## config.mk

```make
export PLATFORM = sky130hd
export DESIGN_NAME = hit_merge_fifo_flat
export DESIGN_NICKNAME = d
export VERILOG_FILES = /design/src/rtl/hit_merge_fifo_if.sv /design/src/rtl/hit_merge_fifo.sv /design/src/flat_wrapper.sv
export SDC_FILE = /design/constraint.sdc
export NUM_CORES = 1
export LEC_CHECK = 0
export ABC_CLOCK_PERIOD_IN_PS = 16200
export CORE_MARGIN = 5
export CORE_UTILIZATION = 59
export CTS_BUF_LIST = sky130_fd_sc_hd__clkbuf_16
export DETAILED_ROUTE_END_ITERATION = 7
export PLACE_DENSITY = 0.8
export SLEW_MARGIN = 20
export SYNTH_ARGS = -nofsm -noshare
export SYNTH_HDL_FRONTEND = slang
export SYNTH_SLANG_ARGS = --single-unit
```

## constraint.sdc

```tcl
create_clock -name clk -period 16.2 [get_ports clk]
set_input_delay 1.62 -clock clk [delete_from_list [all_inputs] [get_ports clk]]
set_output_delay 1.62 -clock clk [all_outputs]
set_load 0.005 [all_outputs]
```

## src/rtl/hit_merge_fifo_if.sv

```systemverilog
// Upstream (R18) and downstream (R19) hit handshake bundle for hit_merge_fifo.
// The slave modport is the FIFO's view; the master modport is the surrounding pipeline's view.
interface hit_merge_fifo_if #(
  parameter int SIGFIG = 24,
  parameter int AXIS   = 3,
  parameter int COLORS = 3,
  parameter int DEPTH  = 8
);
  localparam int CW = $clog2(DEPTH) + 1;

  logic signed [1:0][AXIS-1:0][SIGFIG-1:0]   hit_R18S;
  logic        [1:0][COLORS-1:0][SIGFIG-1:0] color_R18U;
  logic        [1:0]                         hit_valid_R18H;
  logic                                      halt_RnnnnL;
  logic signed [AXIS-1:0][SIGFIG-1:0]        hit_R19S;
  logic        [COLORS-1:0][SIGFIG-1:0]      color_R19U;
  logic                                      hit_valid_R19H;
  logic                                      out_ready_R19H;
  logic        [CW-1:0]                      occupancy;

  modport slave (
    input  hit_R18S, color_R18U, hit_valid_R18H, out_ready_R19H,
    output halt_RnnnnL, hit_R19S, color_R19U, hit_valid_R19H, occupancy
  );

  modport master (
    output hit_R18S, color_R18U, hit_valid_R18H, out_ready_R19H,
    input  halt_RnnnnL, hit_R19S, color_R19U, hit_valid_R19H, occupancy
  );
endinterface

```

## src/rtl/hit_merge_fifo.sv

```systemverilog
// Two-lane in, one-lane out hit FIFO between the dual-sample test stage and the framebuffer stage.
// Upstream is halted whenever fewer than two free slots remain, so a push can never overflow.
module hit_merge_fifo #(
  parameter int SIGFIG = 24,
  parameter int AXIS   = 3,
  parameter int COLORS = 3,
  parameter int DEPTH  = 8
) (
  input  logic                   clk,
  input  logic                   rst,
  hit_merge_fifo_if.slave        bus
);
  localparam int PW = $clog2(DEPTH);
  localparam int CW = PW + 1;

  logic [AXIS-1:0][SIGFIG-1:0]   r_mem_hit [DEPTH];
  logic [COLORS-1:0][SIGFIG-1:0] r_mem_col [DEPTH];
  logic [PW-1:0]                 r_wp;
  logic [PW-1:0]                 r_rp;
  logic [CW-1:0]                 r_cnt;

  logic          w_halt_n;
  logic          w_push0;
  logic          w_push1;
  logic [1:0]    w_n_in;
  logic          w_pop;
  logic [PW-1:0] w_wp_lane1;

  // Halt depends only on the registered count, never on out_ready.
  assign w_halt_n   = (r_cnt <= CW'(DEPTH - 2));
  assign w_push0    = w_halt_n & bus.hit_valid_R18H[0];
  assign w_push1    = w_halt_n & bus.hit_valid_R18H[1];
  assign w_n_in     = {1'b0, w_push0} + {1'b0, w_push1};
  assign w_pop      = (r_cnt != '0) & bus.out_ready_R19H;
  assign w_wp_lane1 = w_push0 ? r_wp + PW'(1) : r_wp;

  always_ff @(posedge clk or negedge rst) begin
    if (!rst) begin
      r_wp  <= '0;
      r_rp  <= '0;
      r_cnt <= '0;
    end else begin
      r_wp  <= r_wp + PW'(w_n_in);
      r_rp  <= r_rp + PW'(w_pop);
      r_cnt <= r_cnt + CW'(w_n_in) - CW'(w_pop);
    end
  end

  // Storage is deliberately not reset; valid is derived from r_cnt alone.
  always_ff @(posedge clk) begin
    if (w_push0) begin
      r_mem_hit[r_wp] <= bus.hit_R18S[0];
      r_mem_col[r_wp] <= bus.color_R18U[0];
    end
    if (w_push1) begin
      r_mem_hit[w_wp_lane1] <= bus.hit_R18S[1];
      r_mem_col[w_wp_lane1] <= bus.color_R18U[1];
    end
  end

  assign bus.halt_RnnnnL    = w_halt_n;
  assign bus.hit_valid_R19H = (r_cnt != '0);
  assign bus.hit_R19S       = r_mem_hit[r_rp];
  assign bus.color_R19U     = r_mem_col[r_rp];
  assign bus.occupancy      = r_cnt;

  a_cnt_range : assert property (@(posedge clk) disable iff (!rst) r_cnt <= CW'(DEPTH));
endmodule

```

## src/flat_wrapper.sv

```systemverilog
// flat-port wrapper written by rule: the top's interface ports become plain ports
module hit_merge_fifo_flat 
#(
  parameter int SIGFIG = 24,
  parameter int AXIS   = 3,
  parameter int COLORS = 3,
  parameter int DEPTH  = 8
)
  (clk, rst, bus_hit_R18S, bus_color_R18U, bus_hit_valid_R18H, bus_out_ready_R19H, bus_halt_RnnnnL, bus_hit_R19S, bus_color_R19U, bus_hit_valid_R19H, bus_occupancy);
  hit_merge_fifo_if #(.SIGFIG(SIGFIG), .AXIS(AXIS), .COLORS(COLORS), .DEPTH(DEPTH)) bus_i ();
  input  logic clk;
  input  logic rst;
  input wire logic [$bits(bus_i.hit_R18S)-1:0] bus_hit_R18S;
  input wire logic [$bits(bus_i.color_R18U)-1:0] bus_color_R18U;
  input wire logic [$bits(bus_i.hit_valid_R18H)-1:0] bus_hit_valid_R18H;
  input wire logic [$bits(bus_i.out_ready_R19H)-1:0] bus_out_ready_R19H;
  output wire logic [$bits(bus_i.halt_RnnnnL)-1:0] bus_halt_RnnnnL;
  output wire logic [$bits(bus_i.hit_R19S)-1:0] bus_hit_R19S;
  output wire logic [$bits(bus_i.color_R19U)-1:0] bus_color_R19U;
  output wire logic [$bits(bus_i.hit_valid_R19H)-1:0] bus_hit_valid_R19H;
  output wire logic [$bits(bus_i.occupancy)-1:0] bus_occupancy;
  assign bus_i.hit_R18S = bus_hit_R18S;
  assign bus_i.color_R18U = bus_color_R18U;
  assign bus_i.hit_valid_R18H = bus_hit_valid_R18H;
  assign bus_i.out_ready_R19H = bus_out_ready_R19H;
  assign bus_halt_RnnnnL = bus_i.halt_RnnnnL;
  assign bus_hit_R19S = bus_i.hit_R19S;
  assign bus_color_R19U = bus_i.color_R19U;
  assign bus_hit_valid_R19H = bus_i.hit_valid_R19H;
  assign bus_occupancy = bus_i.occupancy;
  hit_merge_fifo #(.SIGFIG(SIGFIG), .AXIS(AXIS), .COLORS(COLORS), .DEPTH(DEPTH)) u_core (.clk(clk), .rst(rst), .bus(bus_i));
endmodule
```

# Word-level counts from Yosys, hierarchy flattened
# Memory sizes are Yosys's and may differ from the RTL's.
# Index checks and enable logic that the tools add are counted.
[totals]
mem_count = 2
romBits = 0
ramBits = 1152
input_bits = 293
register_bits = 10
out_inout_bits = 150
latch_bits = 0
[memory_table]
columns = ["memory", "depth", "word_bits", "read_ports", "rd_clocked_by_memory_dff", "wr", "line", "rtl"]
rows = [
  ["u_core.r_mem_col", 8, 72, 1, 0, 2, "hit_merge_fifo.sv:17", "logic [COLORS-1:0][SIGFIG-1:0] r_mem_col [DEPTH];"],
  ["u_core.r_mem_hit", 8, 72, 1, 0, 2, "hit_merge_fifo.sv:16", "logic [AXIS-1:0][SIGFIG-1:0] r_mem_hit [DEPTH];"],
]
[classes]
shifts = 0
mux = 5
mul = 0
div = 0
magnitude_cmp = 1
reduce_logical = 1
add_sub_neg = 6
bitwise = 3
eq_ne = 0
[ops]
columns = ["operator", "n"]
rows = [
  ["$add 4x2->4", 1],
  ["$le 4x3->1 const B", 1],
  ["$mux 1", 4],
  ["$reduce_bool 4->1", 1],
  ["$sub 4x1->4", 1],
  ["$add 3x1->3", 1],
  ["$add 3x1->3 const B", 1],
  ["$add 3x2->3", 1],
  ["$and 1x1->1", 3],
  ["$mux 3", 1],
  ["$add 1x1->2", 1],
]

# Logic depth before layout (Yosys ltp)
# Gate-level depths: netlist of run 1.
[logic_depth]
ltp_word = 5
mapped_depth = 13
mapped_depth_nobuf = 12

# Least setup slack after synthesis of run 1
# OpenSTA, ideal clock, no wires.
[synth_path]
path_type = "input-to-reg"
start = "in bus_hit_valid_R18H[0]"
end = "mem u_core.r_mem_col[6][0] (netlist bit), enable pin"
slack_ns = 2.799
t_arrival_ns = 12.555
stages = 5
path_buffers = 1
path_cell_list = "clkbuf_1 -> inv_1 -> nor3_1 -> nand2_1 -> o21ai_0"
[synth_lines]
columns = ["item", "line", "rtl"]
rows = [
  ["start, declared", "flat_wrapper.sv:15", "input wire logic [$bits(bus_i.hit_valid_R18H)-1:0] bus_hit_valid_R18H;"],
  ["end, declared", "hit_merge_fifo.sv:17", ""],
]

# Final worst setup path of run 1
[layout_path]
start = "reg u_core.r_rp[1]"
end = "out bus_color_R19U[22]"
[layout_via]
elab_chain_cells = 1
[layout_lines]
columns = ["item", "line", "rtl"]
rows = [
  ["start, declared", "hit_merge_fifo.sv:19", "logic [PW-1:0] r_rp;"],
  ["start signal, assigned", "hit_merge_fifo.sv:44", "r_rp <= r_rp + PW'(w_pop);"],
  ["$mem_v2 8x72", "-", ""],
  ["end, declared", "flat_wrapper.sv:19", "output wire logic [$bits(bus_i.color_R19U)-1:0] bus_color_R19U;"],
]
# Every way passes these cells.

==> summary.md, run 1 <==
| Metric | Value |
|---|---|
| Grt ovf | `0` |
| Area share of the largest cell type after synthesis | `0.5981` |
| Worst R2R Path Depth | `9` |
| Num CTS Buffers | `119` |
| Max-slew violation count | `0` |
| Clock-pin slew on the worst setup and hold paths | `0.06 ns` |
| Crit path capture type | `primary output` |
| Die ar. | `104400 um2` |
| RSZ-0062 raised after global routing | `false` |
| WL/cell | `30.40 um` |
| Worst EP arrival | `5.75 ns` |
| Gr usage total | `0.2830` |
| Core Rows | `114` |
| Clk_lat worst skew | `0.70 ns` |
| Lkg Pwr | `21.68 nW` |
| Area growth from synthesis to layout | `15.96%` |
| Main synth FF type | `edfxtp_1` |
| Slew HR | `0.1987` |
| Clock Skews | `0.02014 ns` |
| F_max | `135.7 MHz` |
| Data required, critical path | `14.58 ns` |
| CP delay by family, top | `buffers and inverters` |
| # fillers | `6156` |
| Worst Setup SP | `u_core.r_rp[1]` |
| Peak VDD IR | `0.0001557 V` |
| CP Launch Type | `register` |
| Worst Hold Launch | `u_core.r_wp[2]` |
| Initial Util | `0.5963` |
| Crit-path cells | `buf_4, buf_4, buf_4, mux4_2, mux2_2, clkdlybuf4s50_1` |
| Worst path slowest cell | `buf_4` |
| Vias in the first global route | `34.55k` |
| Drt via density | `6.494` |
| Share of layout cells above drive strength 1 | `0.4264` |
| Setup TNS | `0 ns` |
| Number of remaining DRC errors | `0` |
| CTS sink cnt | `1162` |
| Yosys cell types | `36` |
| WS Path Type | `reg -> out` |
| CP max FO | `66` |
| Post-synthesis async set-or-reset flop share | `0.008606` |
| Iter 0 DRT Violations | `3017` |
| DR vias | `31.60k` |
| Max stage delay on crit path | `0.93 ns` |
| Period utilization | `0.4548` |
| Fin crit period | `7.368 ns` |
| DP Wirelength | `80560 um` |
| Largest net degree at the start of global routing | `128` |
| Synthesized area | `57840 um2` |
| Post-CTS Hold Fix Bufs | `0` |
| R2r startpoint | `u_core.bus.occupancy[3]` |
| Initial DRT Pass Iterations | `5` |
| Status | `finished, final reports clean` |
| Initial antenna violation count | `51` |
| H-tree Lvls | `3` |
| Least-Margin Pin Slew | `1.202 ns` |
| First-pass GRT wire length | `220500 um` |
| I/O Buffers | `442` |
| Commonest non-fill, non-tap cell in the layout | `edfxtp_1` |
| Setup Fix Bufs, Post-CTS | `0` |
| Drt total wl | `147900 um` |
| Post-synth EDFFs | `1152` |
| Final GP Congestion | `0.8184` |
| Most frequent cells in the layout | `1152 x edfxtp_1, 1002 x mux2_2, 442 x clkdlybuf4s50_1` |
| Syn. warnings | `0` |
| R2r setup slk | `10.88 ns` |
| Final Hold Violating Endpoints | `0` |
| Synth Net Count | `3356` |
| Dpl cell area | `63310 um2` |
| CTS tree | `yes` |
| Leading area contributor after synthesis | `edfxtp_1` |
| Root Buffer | `clkbuf_16` |
| Core Box Area | `96990 um2` |
| Post-Layout Inst Area | `67070 um2` |
| Cell mode on critical path | `buf_4` |
| Synthesized flop and latch total | `1162` |
| Area contributors post-synth | `edfxtp_1 60%, mux2_2 20%, mux4_2 11%, mux2_1 5.7%, buf_2 0.79%` |
| Max-cap violation count | `0` |
| Final setup violation count | `0` |
| Routed Antenna Nets | `0` |
| Die outline height | `323.1 um` |
| Nets | `3756` |
| Seq/Total Area, Yosys | `0.6024` |
| Hold EP | `u_core.r_wp[2]` |
| Floorplan die width | `323.1 um` |
| Mapped Cells | `3049` |
| Io pins | `443` |
| Worst hold stages | `1` |
| CP Buf/Inv Count | `4` |
| Hold Crit Class | `reg -> reg` |
| Bufs on Longest Clock Path | `3` |
| Pwr Density | `169.1 nW/um2` |
| Avg Cell Area, Syn | `18.97 um2` |
| Post-CTS sizing | `0` |
| RR Endpoint | `u_core.r_mem_col[5][56]` |
| Final Util | `0.6915` |
## kinds of logic (layout without fill, tap and decap cells)
kind of cell	after synthesis	count (layout)	share of synthesized area
fa+ha+maj	14	14	0.003288
xor+xnor	6	6	0.0009087
other cells	0	45	0
buf+inv	228	723	0.02280
mux	1584	1584	0.3644
simple gates	31	31	0.003201
compound gates	24	24	0.002963
flops	1162	1162	0.6024
## per-layer routing
| metal | share of wire | vias up | GRT usage |
|---|---|---|---|
| met2 | 0.50 | 1289 | 0.4728 |
| li1 | - | 13440 | - |
| met4 | 0.023 | 18 | 0.09196 |
| met5 | 0.00064 | - | 0 |
| met3 | 0.080 | 205 | 0.05919 |
| met1 | 0.39 | 16640 | 0.3777 |
## cell usage after synthesis, types with 3 or more instances
library cell	n
a31oi_1	7
xnor2_1	3
ha_1	12
buf_6	36
o31ai_1	3
xor2_1	3
o21bai_1	4
buf_2	91
buf_4	21
dfrtp_1	10
nor2_1	3
nand2_1	5
clkbuf_1	45
edfxtp_1	1152
buf_1	19
a31o_2	4
nand2b_1	5
mux2_1	294
mux2_2	1002
mux4_2	288
inv_1	16
or4_1	4
## power breakdown
part	internal (mW)	switching, mW
Combinational	2.24	2.13
Clock	1.44	1.14
Sequential	4.16	0.226
Total	7.85	3.49
## worst register-to-register path: stages (launching register included)
cell	delay [ns]
dfrtp_1	0.38
inv_1	0.08
ha_1	0.22
and3_1	0.28
nor3_1	0.64
nand2_1	0.36
o21bai_4	0.60
buf_4	0.57
buf_4	0.87
buf_4	0.92
## flip-flops by register name (all words and copies together) (netlist names)
register,count
u_core.r_mem_col,576
u_core.r_wp,3
u_core.r_rp,3
u_core.r_mem_hit,576
u_core.bus.occupancy,4
## worst max-delay path by stage
stage | to | depth (start not counted)
6_report | bus_color_R19U[22] | 6
5_1_grt | bus_color_R19U[22] | 6
4_1_cts | bus_color_R19U[22] | 6
3_5_place_dp | u_core.r_mem_hit[5][4] | 8
3_3_place_gp | u_core.r_mem_col[5][27] | 8
2_1_floorplan | u_core.r_mem_col[6][0] | 5
## metrics by stage
stage          power (mW)  cells  hold WS (ns)  worst slack [ns]
3_3_place_gp        8.733   4602        0.6233             9.518
3_5_place_dp        8.843   4603        0.6341             9.383
4_1_cts             11.42   4819        0.6896             8.872
6_report            11.34   4865        0.6949             8.832
2_1_floorplan       7.161   3049        0.4765             2.799
5_1_grt             11.79   4846        0.7545             8.695
## cell type report
cell class,instances,area (um2),area share
flip-flops and latches,1162,34850,0.5197
multi-input cells,1659,21880,0.3263
repair buffers,491,4941,0.07367
clock buffers,124,3103,0.04626
well taps,1276,1597,0.02380
clock inverters,92,521.8,0.007779
diodes,45,112.6,0.001679
inverters,16,60.06,0.0008954
No activity file was read; power rests on OpenSTA's default activity.
==> run 2, diff against run 1 <==
- ABC_CLOCK_PERIOD_IN_PS: 16200 -> 6500
- CORE_UTILIZATION: 59 -> 53
- PLACE_DENSITY: 0.8 -> 0.76
- clock period: 16.2 -> 6.5 ns (I/O delays scaled with it)
==> run 2 against run 1 <==
  * Routed wire length grew 1.5%
  * Clock power rose to 2.6 times the previous value
  * First-iteration DRC count fell by 18%
  * Register-to-register slack worse by 8.7 ns
  * Flip-flop and latch count unchanged
  * Final cell count increased by 2.7%
  * Sequential power rose by 150%
  * Cell area up 0.82%
  * Critical endpoint is now bus_color_R19U[52]
  * Highest routed layer unchanged
==> summary.md, run 2 (synthesis results as in run 1) <==
| Metric | Value |
|---|---|
| Status | `finished, final reports clean` |
| Data required, critical path | `5.85 ns` |
| Clock Skews | `0.02499 ns` |
| Total power | `28.67 mW` |
| Initial DRT Pass Iterations | `5` |
| Smallest hold slack | `0.2757 ns` |
| Core Rows | `121` |
| Core Box Area | `108700 um2` |
| Post-route setup slack | `2.201 ns` |
| H-tree Lvls | `3` |
| Io pins | `443` |
| Root Buffer | `clkbuf_16` |
| Die ar. | `115800 um2` |
| M1 GR Usage | `0.3409` |
| Worst Setup SP | `u_core.r_rp[0]` |
| Clock-pin slew on the worst setup and hold paths | `0.06 ns` |
| Final GP Congestion | `0.8043` |
| Worst EP arrival | `3.65 ns` |
| Iter 0 DRT Violations | `2477` |
| Gr usage total | `0.2570` |
| DP Wirelength | `79560 um` |
| Post-CTS Hold Fix Bufs | `0` |
| RSZ-0062 raised after global routing | `false` |
| I/O Buffers | `442` |
| Setup TNS | `0 ns` |
| Pwr Density | `424.0 nW/um2` |
| First-pass GRT wire length | `223500 um` |
| Commonest non-fill, non-tap cell in the layout | `edfxtp_1` |
| Grt met2 use | `0.4231` |
| Busiest grt layer | `met2` |
| Number of remaining DRC errors | `0` |
| Max-slew violation count | `0` |
| CP Launch Type | `register` |
| R2r startpoint | `u_core.r_wp[0]` |
| Drt total wl | `150200 um` |
| Period utilization | `0.6614` |
| Lkg Pwr | `21.76 nW` |
| F_max | `232.6 MHz` |
| Final Hold Violating Endpoints | `0` |
| Pre-CTS WS | `1.810 ns` |
| Floorplan die width | `340.4 um` |
| Crit path capture type | `primary output` |
| Routed Antenna Nets | `0` |
| Nets | `3755` |
| Largest net degree at the start of global routing | `118` |
| Fin crit period | `4.299 ns` |
| Initial Util | `0.5321` |
| Num CTS Buffers | `119` |
| Die outline height | `340.4 um` |
| Clk_lat worst skew | `0.72 ns` |
| Final setup violation count | `0` |
| Least-Margin Pin Slew | `1.082 ns` |
| Peak VDD IR | `0.0005742 V` |
| CP max FO | `72` |
| DR vias | `31.68k` |
| Post-CTS sizing | `0` |
| Hold Crit Class | `in -> async` |
| CTS tree | `yes` |
| Drt via density | `6.338` |
| WS Path Type | `reg -> out` |
| Vias in the first global route | `34.63k` |
| Max-cap violation count | `0` |
| Bufs on Longest Clock Path | `3` |
| Area growth from synthesis to layout | `16.91%` |
| Most frequent cells in the layout | `1152 x edfxtp_1, 1002 x mux2_2, 442 x clkdlybuf4s50_1` |
| Setup Fix Bufs, Post-CTS | `0` |
| Slew HR | `0.2789` |
| WL/cell | `30.05 um` |
| M3 GR Usage | `0.06095` |
| Grt ovf | `0` |
| Share of layout cells above drive strength 1 | `0.4289` |
| CTS sink cnt | `1162` |
| Initial antenna violation count | `54` |
## run 2: cell types whose count changed in the layout (fill, tap and decap cells not counted), sizes merged
cell,delta
clkinv,-5
clkinvlp,+7
clkbuf,-2
diode,-5
buf,-1
bufinv,+6
inv,-5
## run 2: worst max-delay path, stage by stage, from the launching register on
cell             delay, ns
dfrtp_4               0.90
buf_12                0.59
mux4_2                0.58
mux2_2                0.27
clkdlybuf4s50_1       0.56
## run 2: routing by layer
| layer | wire length (um) | up-vias |
|---|---|---|
| met3 | 11880 | 236 |
| met2 | 74400 | 1207 |
| li1 | - | 13470 |
| met1 | 59960 | 16740 |
| met4 | 3758 | 30 |
| met5 | 179 | - |
## run 2: metrics by stage
stage	cells	util	area, um2
after floorplan	3049	-	57840
after global placement	4741	0.5865	63750
after detailed placement	4741	0.5865	63750
after CTS	4958	0.6211	67520
after global routing	4983	0.6217	67580
final	4998	0.6221	67620
## run 2: where the power goes
part,total [mW],switching (mW),internal (mW)
Sequential,10.9,0.568,10.4
Clock,6.66,2.86,3.80
Combinational,11.1,5.41,5.68
Total,28.7,8.83,19.8
## run 2: path summary, 6_finish.rpt
check	endpoint	slack, ns	cells after the start
worst max-delay path	bus_color_R19U[52]	2.20	4
worst min-delay path	u_core.bus.occupancy[3]	0.28	1
worst max register to register	u_core.r_mem_hit[1][57]	2.21	6
worst min register to register	u_core.r_wp[2]	0.68	1
max in group asynchronous	u_core.r_rp[0]	5.87	1
min in group clk	u_core.r_wp[2]	0.68	1
## run 2: layout make-up
class / count / area (um2)
Antenna cell: 40 / 100.1
Clock buffer: 122 / 3053
Clock inverter: 95 / 715.7
Fill cell: 7603 / 41080
Inverter: 16 / 60.06
Multi-Input combinational cell: 1659 / 21880
Sequential cell: 1162 / 34850
Tap cell: 1414 / 1769
Timing Repair Buffer: 490 / 5185
